File: src/rtl/spi_buffer_ctrl_pkg.sv
// Shared types and constants for the SPI buffer sequencer: state encoding,
// forced transmit fill bytes and default widths.
package pkg_spi;

    localparam int ADDR_W = 10;
    localparam int DATA_W = 8;
    localparam int CNT_W  = 10;

    localparam logic [7:0] SPI_FILL_ONES  = 8'hFF;
    localparam logic [7:0] SPI_FILL_ZEROS = 8'h00;

    typedef enum logic [2:0] {
        ST_IDLE,
        ST_LOAD,
        ST_START,
        ST_WAIT,
        ST_STORE,
        ST_FINISH
    } spi_ctrl_state_e;

endpackage

File: src/rtl/spi_buffer_ctrl_xfer_counter.sv
// Burst byte counter: clears and latches the burst length at start, counts
// completed bytes and flags the byte that ends the burst.
module spi_xfer_counter
    import pkg_spi::*;
#(
    parameter int CNT_W = pkg_spi::CNT_W
) (
    input  logic             clk_i,
    input  logic             rst_i,
    input  logic             clear,
    input  logic [CNT_W-1:0] target,
    input  logic             incr,
    output logic [CNT_W-1:0] count,
    output logic             last
);

    localparam logic [CNT_W-1:0] ONE = CNT_W'(1);

    logic [CNT_W-1:0] count_reg;
    logic [CNT_W-1:0] target_reg;

    always_ff @(posedge clk_i or negedge rst_i) begin
        if (!rst_i) begin
            count_reg  <= '0;
            target_reg <= '0;
        end else if (clear) begin
            count_reg  <= '0;
            target_reg <= target;
        end else if (incr) begin
            count_reg  <= count_reg + ONE;
        end
    end

    // Evaluated before the increment: true while the final byte is being retired.
    assign last  = ((count_reg + ONE) == target_reg);
    assign count = count_reg;

endmodule

File: src/rtl/spi_buffer_ctrl.sv
// SPI buffer sequencer: owns the buffer port during a burst, feeds bytes to the
// shifter and, with SPI_CTRL_RX_STORE_EN defined, writes received bytes back.
module spi_buffer_ctrl
    import pkg_spi::*;
#(
    parameter int ADDR_W = pkg_spi::ADDR_W,
    parameter int DATA_W = pkg_spi::DATA_W,
    parameter int CNT_W  = pkg_spi::CNT_W
) (
    input  logic              clk_i,
    input  logic              rst_i,
    input  logic              send_i,
    input  logic [CNT_W-1:0]  n_tx_i,
    input  logic              all_ones_i,
    input  logic              all_zeros_i,
    output logic              hold_ctrl_o,
    output logic [ADDR_W-1:0] buf_addr_o,
    output logic              buf_wr_o,
    output logic [DATA_W-1:0] buf_wdata_o,
    input  logic [DATA_W-1:0] buf_rdata_i,
    output logic              shift_start_o,
    output logic [DATA_W-1:0] shift_tx_o,
    input  logic              shift_done_i,
    input  logic [DATA_W-1:0] shift_rx_i,
    output logic              cs_n_o,
    output logic              busy_o,
    output logic              done_o,
    output logic [CNT_W-1:0]  tx_count_o
);

    spi_ctrl_state_e state_reg, state_next;

    logic              send_reg;
    logic              ones_reg;
    logic              zeros_reg;
    logic [DATA_W-1:0] tx_reg;
    logic              send_rise;
    logic              count_clear;
    logic              count_incr;
    logic              count_last;
    logic [CNT_W-1:0]  count;
    logic [DATA_W-1:0] fill_ones;
    logic [DATA_W-1:0] fill_zeros;

    // Fill patterns stretched to DATA_W by repeating the byte constants.
    generate
        for (genvar gi = 0; gi < DATA_W; gi++) begin : g_fill
            assign fill_ones[gi]  = SPI_FILL_ONES[gi % 8];
            assign fill_zeros[gi] = SPI_FILL_ZEROS[gi % 8];
        end
    endgenerate

    assign send_rise = send_i & ~send_reg;

    spi_xfer_counter #(
        .CNT_W (CNT_W)
    ) u_counter (
        .clk_i  (clk_i),
        .rst_i  (rst_i),
        .clear  (count_clear),
        .target (n_tx_i),
        .incr   (count_incr),
        .count  (count),
        .last   (count_last)
    );

    always_comb begin
        state_next  = state_reg;
        count_clear = 1'b0;
        count_incr  = 1'b0;
        case (state_reg)
            ST_IDLE: begin
                if (send_rise) begin
                    count_clear = 1'b1;
                    state_next  = (n_tx_i == '0) ? ST_FINISH : ST_LOAD;
                end
            end
            ST_LOAD:  state_next = ST_START;
            ST_START: state_next = ST_WAIT;
            ST_WAIT: begin
                if (shift_done_i) begin
`ifdef SPI_CTRL_RX_STORE_EN
                    state_next = ST_STORE;
`else
                    count_incr = 1'b1;
                    state_next = count_last ? ST_FINISH : ST_LOAD;
`endif
                end
            end
            ST_STORE: begin
                count_incr = 1'b1;
                state_next = count_last ? ST_FINISH : ST_LOAD;
            end
            ST_FINISH: state_next = ST_IDLE;
            default:   state_next = ST_IDLE;
        endcase
    end

    always_ff @(posedge clk_i or negedge rst_i) begin
        if (!rst_i) begin
            state_reg <= ST_IDLE;
            send_reg  <= 1'b0;
            ones_reg  <= 1'b0;
            zeros_reg <= 1'b0;
            tx_reg    <= '0;
        end else begin
            state_reg <= state_next;
            send_reg  <= send_i;
            if (count_clear) begin
                ones_reg  <= all_ones_i;
                zeros_reg <= all_zeros_i;
            end
            if (state_reg == ST_LOAD) begin
                tx_reg <= ones_reg  ? fill_ones  :
                          zeros_reg ? fill_zeros : buf_rdata_i;
            end
        end
    end

`ifdef SPI_CTRL_RX_STORE_EN
    logic [DATA_W-1:0] rx_reg;

    always_ff @(posedge clk_i or negedge rst_i) begin
        if (!rst_i) begin
            rx_reg <= '0;
        end else if (state_reg == ST_WAIT && shift_done_i) begin
            rx_reg <= shift_rx_i;
        end
    end

    assign buf_wr_o    = (state_reg == ST_STORE);
    assign buf_wdata_o = rx_reg;
`else
    logic unused_rx;
    assign unused_rx   = ^shift_rx_i;
    assign buf_wr_o    = 1'b0;
    assign buf_wdata_o = '0;
`endif

    assign busy_o        = (state_reg != ST_IDLE);
    assign hold_ctrl_o   = busy_o;
    assign buf_addr_o    = count[ADDR_W-1:0];
    assign shift_start_o = (state_reg == ST_START);
    assign shift_tx_o    = tx_reg;
    // Select is active only in the per-byte states; zero-length bursts never drop it.
    assign cs_n_o        = !(state_reg == ST_LOAD  || state_reg == ST_START ||
                             state_reg == ST_WAIT  || state_reg == ST_STORE);
    assign done_o        = (state_reg == ST_FINISH);
    assign tx_count_o    = count;

endmodule

File: config.mk
export PLATFORM = sky130hd
export DESIGN_NAME = spi_buffer_ctrl
export DESIGN_NICKNAME = d
export VERILOG_FILES = /design/src/rtl/spi_buffer_ctrl_pkg.sv /design/src/rtl/spi_buffer_ctrl_xfer_counter.sv /design/src/rtl/spi_buffer_ctrl.sv
export SDC_FILE = /design/constraint.sdc
export NUM_CORES = 1
export LEC_CHECK = 0
export CORE_MARGIN = 1.5
export CORE_UTILIZATION = 62
export DETAILED_ROUTE_END_ITERATION = 10
export DONT_BUFFER_PORTS = 1
export HOLD_SLACK_MARGIN = 0.02
export PLACE_DENSITY = 0.78
export SLEW_MARGIN = 20
export SYNTH_ARGS = -nofsm -noshare
export SYNTH_HDL_FRONTEND = slang
export SYNTH_SLANG_ARGS = --single-unit
export TNS_END_PERCENT = 20
File: constraint.sdc
create_clock -name clk_i -period 2.67 [get_ports clk_i]
set_input_delay 0.4005 -clock clk_i [delete_from_list [all_inputs] [get_ports clk_i]]
set_output_delay 0.4005 -clock clk_i [all_outputs]
set_load 0.02 [all_outputs]
Word level (Yosys, flattened, before mapping)
Index checks and enable logic that the tools add are counted.
{"block": "op_classes", "n_mux": 13, "add_sub_neg": 1, "reduce_logical": 9, "n_eq_ne": 8, "bitwise_logic": 2}
{"cell": "10-bit two-way mux", "count": 2}
{"cell": "8-bit two-way mux", "count": 2}
{"cell": "3-bit one-hot mux with 5 select lines", "count": 1}
{"cell": "3-bit two-way mux", "count": 4}
{"cell": "10-bit by 1-bit adder with 10-bit output, second input constant", "count": 1}
{"cell": "10-bit == test", "count": 1}
{"cell": "10-bit logical NOT", "count": 1}
{"cell": "3-bit by 2-bit == test with 1-bit output, second input constant", "count": 2}
{"cell": "3-bit == test, second input constant", "count": 2}
{"cell": "2-bit inequality test, second input constant", "count": 2}
{"cell": "3-bit by 1-bit == test with 1-bit output, second input constant", "count": 1}
{"cell": "3-bit logical NOT", "count": 1}
{"cell": "1-bit logical OR", "count": 3}
{"cell": "1-bit two-way mux", "count": 3}
{"cell": "3-bit nonzero test", "count": 1}
{"cell": "1-bit one-hot mux with 2 select lines", "count": 1}
{"cell": "2-bit AND reduction", "count": 1}
{"cell": "2-bit nonzero test", "count": 1}
{"cell": "1-bit AND", "count": 1}
{"cell": "1-bit logical NOT", "count": 1}
{"cell": "1-bit NOT", "count": 1}
{"block": "word_totals", "regBits": 34, "inputBits": 32}

Depth between registers and ports, before layout
Gate-level depths: netlist of the first run.
{"block": "depth", "ltp_word": 5, "depth_mapped": 7, "depth_no_buf": 7}

Hierarchy
From an unflattened synthesis of the first run, not the netlist that was laid out.
{"block": "unflattened", "hier_cells": 215, "hier_area_um2": 2107.0}
{"mod": "spi_xfer_counter", "cells_each": 118, "n_inst": 1, "seq_area_each_um2": 500.5, "area_per_inst_um2": 1223.7}
{"mod": "spi_buffer_ctrl", "cells_each": 97, "n_inst": 1, "seq_area_each_um2": 350.3, "area_per_inst_um2": 883.3}

Least setup slack after synthesis of the first run
Ideal clock, no wire load.
{"block": "synth_timing", "path_kind": "flip-flop to flip-flop", "start": "reg u_counter.count_reg[0], in the netlist u_counter.count[0]", "end": "reg state_reg[2]", "arrival_time_ps": 2005, "n_path_buf": 0, "path_stages_with_launch": 8, "slack_ps": 592, "required_time_ps": 2597, "cell_sequence": "dfrtp_1 ha_1 nand3_1 nor2_1 xnor2_1 o2111ai_1 a2111o_1 a21oi_2"}
{"block": "synth_between", "elab_chain_len": 5}
{"element": "start, declared", "line": "spi_buffer_ctrl_xfer_counter.sv:19", "source": "logic [CNT_W-1:0] count_reg;"}
{"element": "start signal, assigned", "line": "spi_buffer_ctrl_xfer_counter.sv:30", "source": "count_reg <= count_reg + ONE;"}
{"element": "10-bit by 1-bit adder with 10-bit output (*)", "line": "spi_buffer_ctrl_xfer_counter.sv:35", "source": "assign last = ((count_reg + ONE) == target_reg);"}
{"element": "10-bit == test (*)", "line": "spi_buffer_ctrl_xfer_counter.sv:35"}
{"element": "3-bit two-way mux (*)", "line": "spi_buffer_ctrl.sv:86, spi_buffer_ctrl.sv:92"}
{"element": "3-bit two-way mux", "line": "spi_buffer_ctrl.sv:81", "source": "if (shift_done_i) begin"}
{"element": "3-bit one-hot mux with 5 select lines (*)", "line": "spi_buffer_ctrl.sv:71", "source": "case (state_reg)"}
{"element": "end signal, assigned", "line": "spi_buffer_ctrl.sv:107", "source": "state_reg <= state_next;"}
{"element": "end, declared", "line": "spi_buffer_ctrl.sv:31", "source": "spi_ctrl_state_e state_reg, state_next;"}
Mark *: on every way between the ends. The rest lies on a longest branch, timed or not. The select of a mux whose other input is x is not followed.
A chain may end at the register's enable or synchronous reset.

Final worst setup path of the first run
{"block": "layout_timing", "start": "reg u_counter.count_reg[5], in the netlist u_counter.count[5]", "end": "reg state_reg[2]"}
Same word-level chain as after synthesis.

==> flow_summary.ini, run 1 <==
[status]
outcome = finished clean

[setup_path]
path_cells = nand4_1, nor2_2, or3b_1, nand4b_1, a2111o_1, a21oi_2
r2r_slack_ps = 460
rr_startpoint = u_counter.count[5]
worstReg2RegEnd = state_reg[2]
worstSetupStartpointType = flip-flop
r2r_cells = 6
cp.required_ps = 2950
crit_start = u_counter.count[5]
cpMaxStageDelayCell = dfrtp_1
critPathCaptureType = flip-flop
crit_fanout = 10
crit_arrival_ps = 2500
worstSetupEndpoint = state_reg[2]
slowest_delay_ps = 760
critPathKind = reg -> reg

[placed_design]
dp_hpwl_um = 2989
placed_cell_area_um2 = 1946
port_buffers = 0
place_inst = 237
place_congestion = 0.8238

[clock_network]
clk_latency_ps = 350
post-cts-setup-buffers = 0
cts.repair.resized = 0
htreeDepth = 2
clk_pin_slew_ps = 110
cts_sinks = 34
clk_path_buf_depth = 2
cts_tree = yes
cts_hold_buf = 2
cts_root_buf = clkbuf_4
numCtsBuffers = 5

[route]
vias = 1495
drt.antenna.violating_nets = 0
avgViaCountPerCell = 6.053
wire_per_inst_um = 16.55
drt-pass1-iter-count = 5
drtIter0Drc = 125
wirelength_um = 4088
drc = 0

[sta]
fmax_mhz = 451.7
finalHoldViolations = 0
finClkSkew_ps = 11.06
worstMarginPinSlew_ps = 884.5
min_period_over_period_pct = 82.92
fin_crit_ps = 2214
slew_headroom_pct = 40.77
drv_slew = 0
tns_ps = 0
rsz0062_at_grt = no
setup_viol = 0
timing.hold.ws_ps = 71.88

[hold_path]
holdPathStages = 0
hp-class = in -> reg

[pwr]
p_leak_nw = 0.8714
power_density_nw_per_um2 = 1062
peakVddDrop_mv = 0.7357

[grt]
grt.total_usage_pct = 25.05
grt_pass1_vias = 1472
antenna_found_initial = 0
grt_max_degree = 35
grt_pass1_wl_um = 6617
overflow = 0

[synthesis]
synth-edff-count = 0
synthAdderAreaFrac_pct = 0.6135
syn_avg_cell_area_um2 = 9.712
synth_top_family_by_area = simple AND/OR/NAND/NOR gates
yosys-top-cells-area = dfrtp_1 42%, buf_4 8.1%, mux2_2 6.6%
syn_inst = 210
netlist_area_um2 = 2039
seq_area_frac_synth_pct = 41.72
synth-compound-area-share_pct = 16.07
synth_top_flop_cell = dfrtp_1
synth_xor_area_share_pct = 4.724
synth_area_leader_cell = dfrtp_1
synth-async-reset-ratio_pct = 100.0
synth_cell_types = 49
yosysTopAreaCellShare_pct = 41.72
yosys_warnings = 0
synth_simple_gate_area_share_pct = 17.98
ys_ff_latch = 34
muxShareOfSynthArea_pct = 6.626

[layout]
fill_cells = 262
syn2layout_area_growth_pct = 0.9200
drive_gt1_share_pct = 18.72
final_cell_mix = 34 x dfrtp_1, 21 x nor2_1, 20 x a21oi_1
diodes = 0
multi_input_area_um2 = 972.2
seqCellArea_um2 = 850.8
design_area_um2 = 2058
final_core_util_pct = 66.87
final_cells = 247
layout_commonest_cell = dfrtp_1
nNetsFinal = 235

[job]
maxCapViolCount = 0

[die]
fp.dieH_um = 60.36
ios = 74
rows = 20
initial_core_util_pct = 66.26
coreArea_um2 = 3078
die_area_um2 = 3643
die_w_um = 60.36
-- Yosys cell counts, types with 4 or more instances --
master,count
nor2_1,21
inv_1,4
nand3_1,5
buf_2,4
xnor2_1,5
a21oi_1,20
nand4_1,4
xor2_1,6
mux2_2,12
nand2_1,6
buf_4,22
nand2b_1,5
o31ai_1,5
o21ai_0,12
dfrtp_1,34
-- final cells by class --
cell class,instances,area share [%]
clock buffer,5,1.824
clock inverter,3,2.188
inverter,4,0.7295
multi-input combinational,148,47.23
sequential,34,41.34
tap,44,2.675
timing repair buffer,9,4.012
-- where the power goes --
| part | internal, mW | switching [mW] |
|---|---|---|
| Clock | 0.196 | 0.189 |
| Sequential | 0.694 | 0.270 |
| Combinational | 0.348 | 0.487 |
| Total | 1.24 | 0.947 |
-- per-layer routing --
metal | global-route usage (%) | vias to the layer above | wire length, um
met3 | 8.316 | 5 | 268
met4 | 10.16 | 0 | 57
li1 | - | 701 | -
met1 | 28.12 | 728 | 1621
met5 | 0 | - | 0
met2 | 43.79 | 61 | 2141
-- metrics by stage --
stage	setup WS (ps)	total power [mW]
after global placement	597.3	1.721
after global routing	326.9	2.339
final	456.0	2.185
after CTS	472.3	2.192
after detailed placement	501.1	1.789
after floorplan	591.7	1.654
-- worst min path at each step --
stage | from | to
detailed placement | rst_i | u_counter.count[6]
floorplan | rst_i | ones_reg
global route | send_i | send_reg
finish | send_i | send_reg
global placement | rst_i | u_counter.count[7]
CTS | send_i | send_reg
-- kinds of logic (layout without fill, tap and decap cells) --
family	after synthesis	in the layout
adder cells (fa/ha/maj)	1	1
buffers and inverters	36	21
multiplexers	12	12
flip-flops	34	34
XOR/XNOR	11	11
AND/OR/NAND/NOR	63	63
AO/OA/AOI/OAI	52	52
other	1	9
-- worst max-delay path, delay by kind of cell, from the launching register on --
kind,cells,cell delay (ps)
and+or+nand+nor,4,780
DFF,1,760
AOI/OAI and AO/OA,2,610
(Power assumes the default switching activity.)
==> inputs of run 2 (changes only) <==
clock period = 2.2 ns   (was 2.67 ns; I/O delays follow)
==> flow_summary.ini, run 2 (synthesized netlist as in run 1, its figures left out) <==
[placed_design]
place_congestion = 0.8065
dp_hpwl_um = 2949
port_buffers = 0

[setup_path]
crit_cells = 7
critPathKind = reg -> reg
crit_start = u_counter.count[0]
cpMaxStageDelayCell = dfrtp_1
r2r_cells = 7
cp_num_buf_inv = 0
critPathCaptureType = flip-flop
cp.required_ps = 2490
slowest_delay_ps = 490
worstSetupStartpointType = flip-flop
worstSetupEndpoint = state_reg[2]
crit_fanout = 7
crit_arrival_ps = 2280
r2r_slack_ps = 210
path_cells = ha_1, nand3_1, nor2_1, xnor2_1, o2111ai_1, a2111o_1, a21oi_2
path_delay_family = compound AO/OA/AOI/OAI gates
rr_startpoint = u_counter.count[0]
worstReg2RegEnd = state_reg[2]

[clock_network]
clk_latency_ps = 350
cts_tree = yes
clk_pin_slew_ps = 110
cts.repair.resized = 0
clk_path_buf_depth = 2
htreeDepth = 2
cts_sinks = 34
cts_root_buf = clkbuf_4
numCtsBuffers = 5

[pwr]
power_density_nw_per_um2 = 1252
peakVddDrop_mv = 0.8437
p_leak_nw = 0.9079

[sta]
finalHoldViolations = 0
drv_slew = 0
timing.hold.ws_ps = 120.9
fmax_mhz = 501.7
finClkSkew_ps = 9.442
tns_ps = 0
min_period_over_period_pct = 90.59
setup_viol = 0
fin_crit_ps = 1993
rsz0062_at_grt = no

[grt]
antenna_found_initial = 0
grt_pass1_wl_um = 6472
overflow = 0
grt_pass1_vias = 1419
grt_max_degree = 35
grt.total_usage_pct = 24.61

[die]
die_area_um2 = 3643
initial_core_util_pct = 66.26
fp.dieH_um = 60.36
ios = 74
rows = 20
coreArea_um2 = 3078
die_w_um = 60.36

[layout]
diodes = 0
multi_input_area_um2 = 972.2
nNetsFinal = 242
final_cell_mix = 34 x dfrtp_1, 21 x nor2_1, 20 x a21oi_1
seqCellArea_um2 = 850.8
syn2layout_area_growth_pct = 3.620
fill_cells = 260
drive_gt1_share_pct = 20.95
layout_commonest_cell = dfrtp_1

[route]
wire_per_inst_um = 15.91
avgViaCountPerCell = 5.898
vias = 1498
drtIter0Drc = 73
drc = 0
drt-pass1-iter-count = 5
wirelength_um = 4040
drt.antenna.violating_nets = 0

[job]
maxCapViolCount = 0

[hold_path]
min_from = n_tx_i[7]
hp-class = in -> reg

[status]
outcome = finished clean
==> run 2: cell types whose count changed in the layout (fill, tap and decap cells not counted) <==
cell | previous run | this run
dlygate4sd3_1 | 1 | 2
buf_4 | 7 | 13
==> run 2: power by group <==
group          internal [mW]  switching, mW  leakage [nW]
Sequential             0.842          0.344         0.418
Combinational          0.438          0.556         0.452
Clock                  0.238          0.228        0.0374
Total                   1.52           1.13         0.908
==> run 2: timing repair <==
item | 4_1_cts | 5_1_grt
buffers inserted | 0 | 0
hold buffers | 3 | 0
endpoints found under the hold margin | 35 | 0
==> run 2: per-stage QoR <==
stage          utilization [%]  cells  cell area [um^2]  total power [mW]  setup WS (ps)
3_3_place_gp             64.67    243              1991             2.108          283.0
5_1_grt                  68.66    254              2113             2.829          56.03
3_5_place_dp             64.67    243              1991             2.169          253.3
4_1_cts                  68.66    254              2113             2.654          231.8
2_1_floorplan                -    218              2069             2.007          121.7
6_report                 68.66    254              2113             2.647          206.9
==> run 2: how the worst min path moves through the flow <==
stage	to	slack, ps	cells after the start
3_5_place_dp	u_counter.count[6]	40	0
5_1_grt	zeros_reg	100	1
4_1_cts	u_counter.target_reg[7]	110	1
6_report	u_counter.target_reg[7]	120	1
2_1_floorplan	ones_reg	30	0
3_3_place_gp	u_counter.count[7]	40	0
==> run 2: layout make-up <==
type	count	area share, %
Sequential cell	34	40.26
Tap cell	44	2.605
Timing Repair Buffer	16	6.513
Multi-Input combinational cell	148	46.00
Inverter	4	0.7105
Clock buffer	5	1.776
Clock inverter	3	2.131
==> run 2: routing by layer <==
| metal | global-route usage [%] | vias to the layer above | wire (um) |
|---|---|---|---|
| li1 | - | 716 | - |
| met5 | 0 | - | 0 |
| met2 | 41.15 | 63 | 2058 |
| met4 | 10.79 | 0 | 74 |
| met3 | 8.102 | 7 | 296 |
| met1 | 28.97 | 712 | 1610 |
==> inputs of run 3 (changes only) <==
GPL_ROUTABILITY_DRIVEN = 0   (was default)
==> results of run 3 <==
The final DEF is identical to that of run 2; final timing and power are the same.
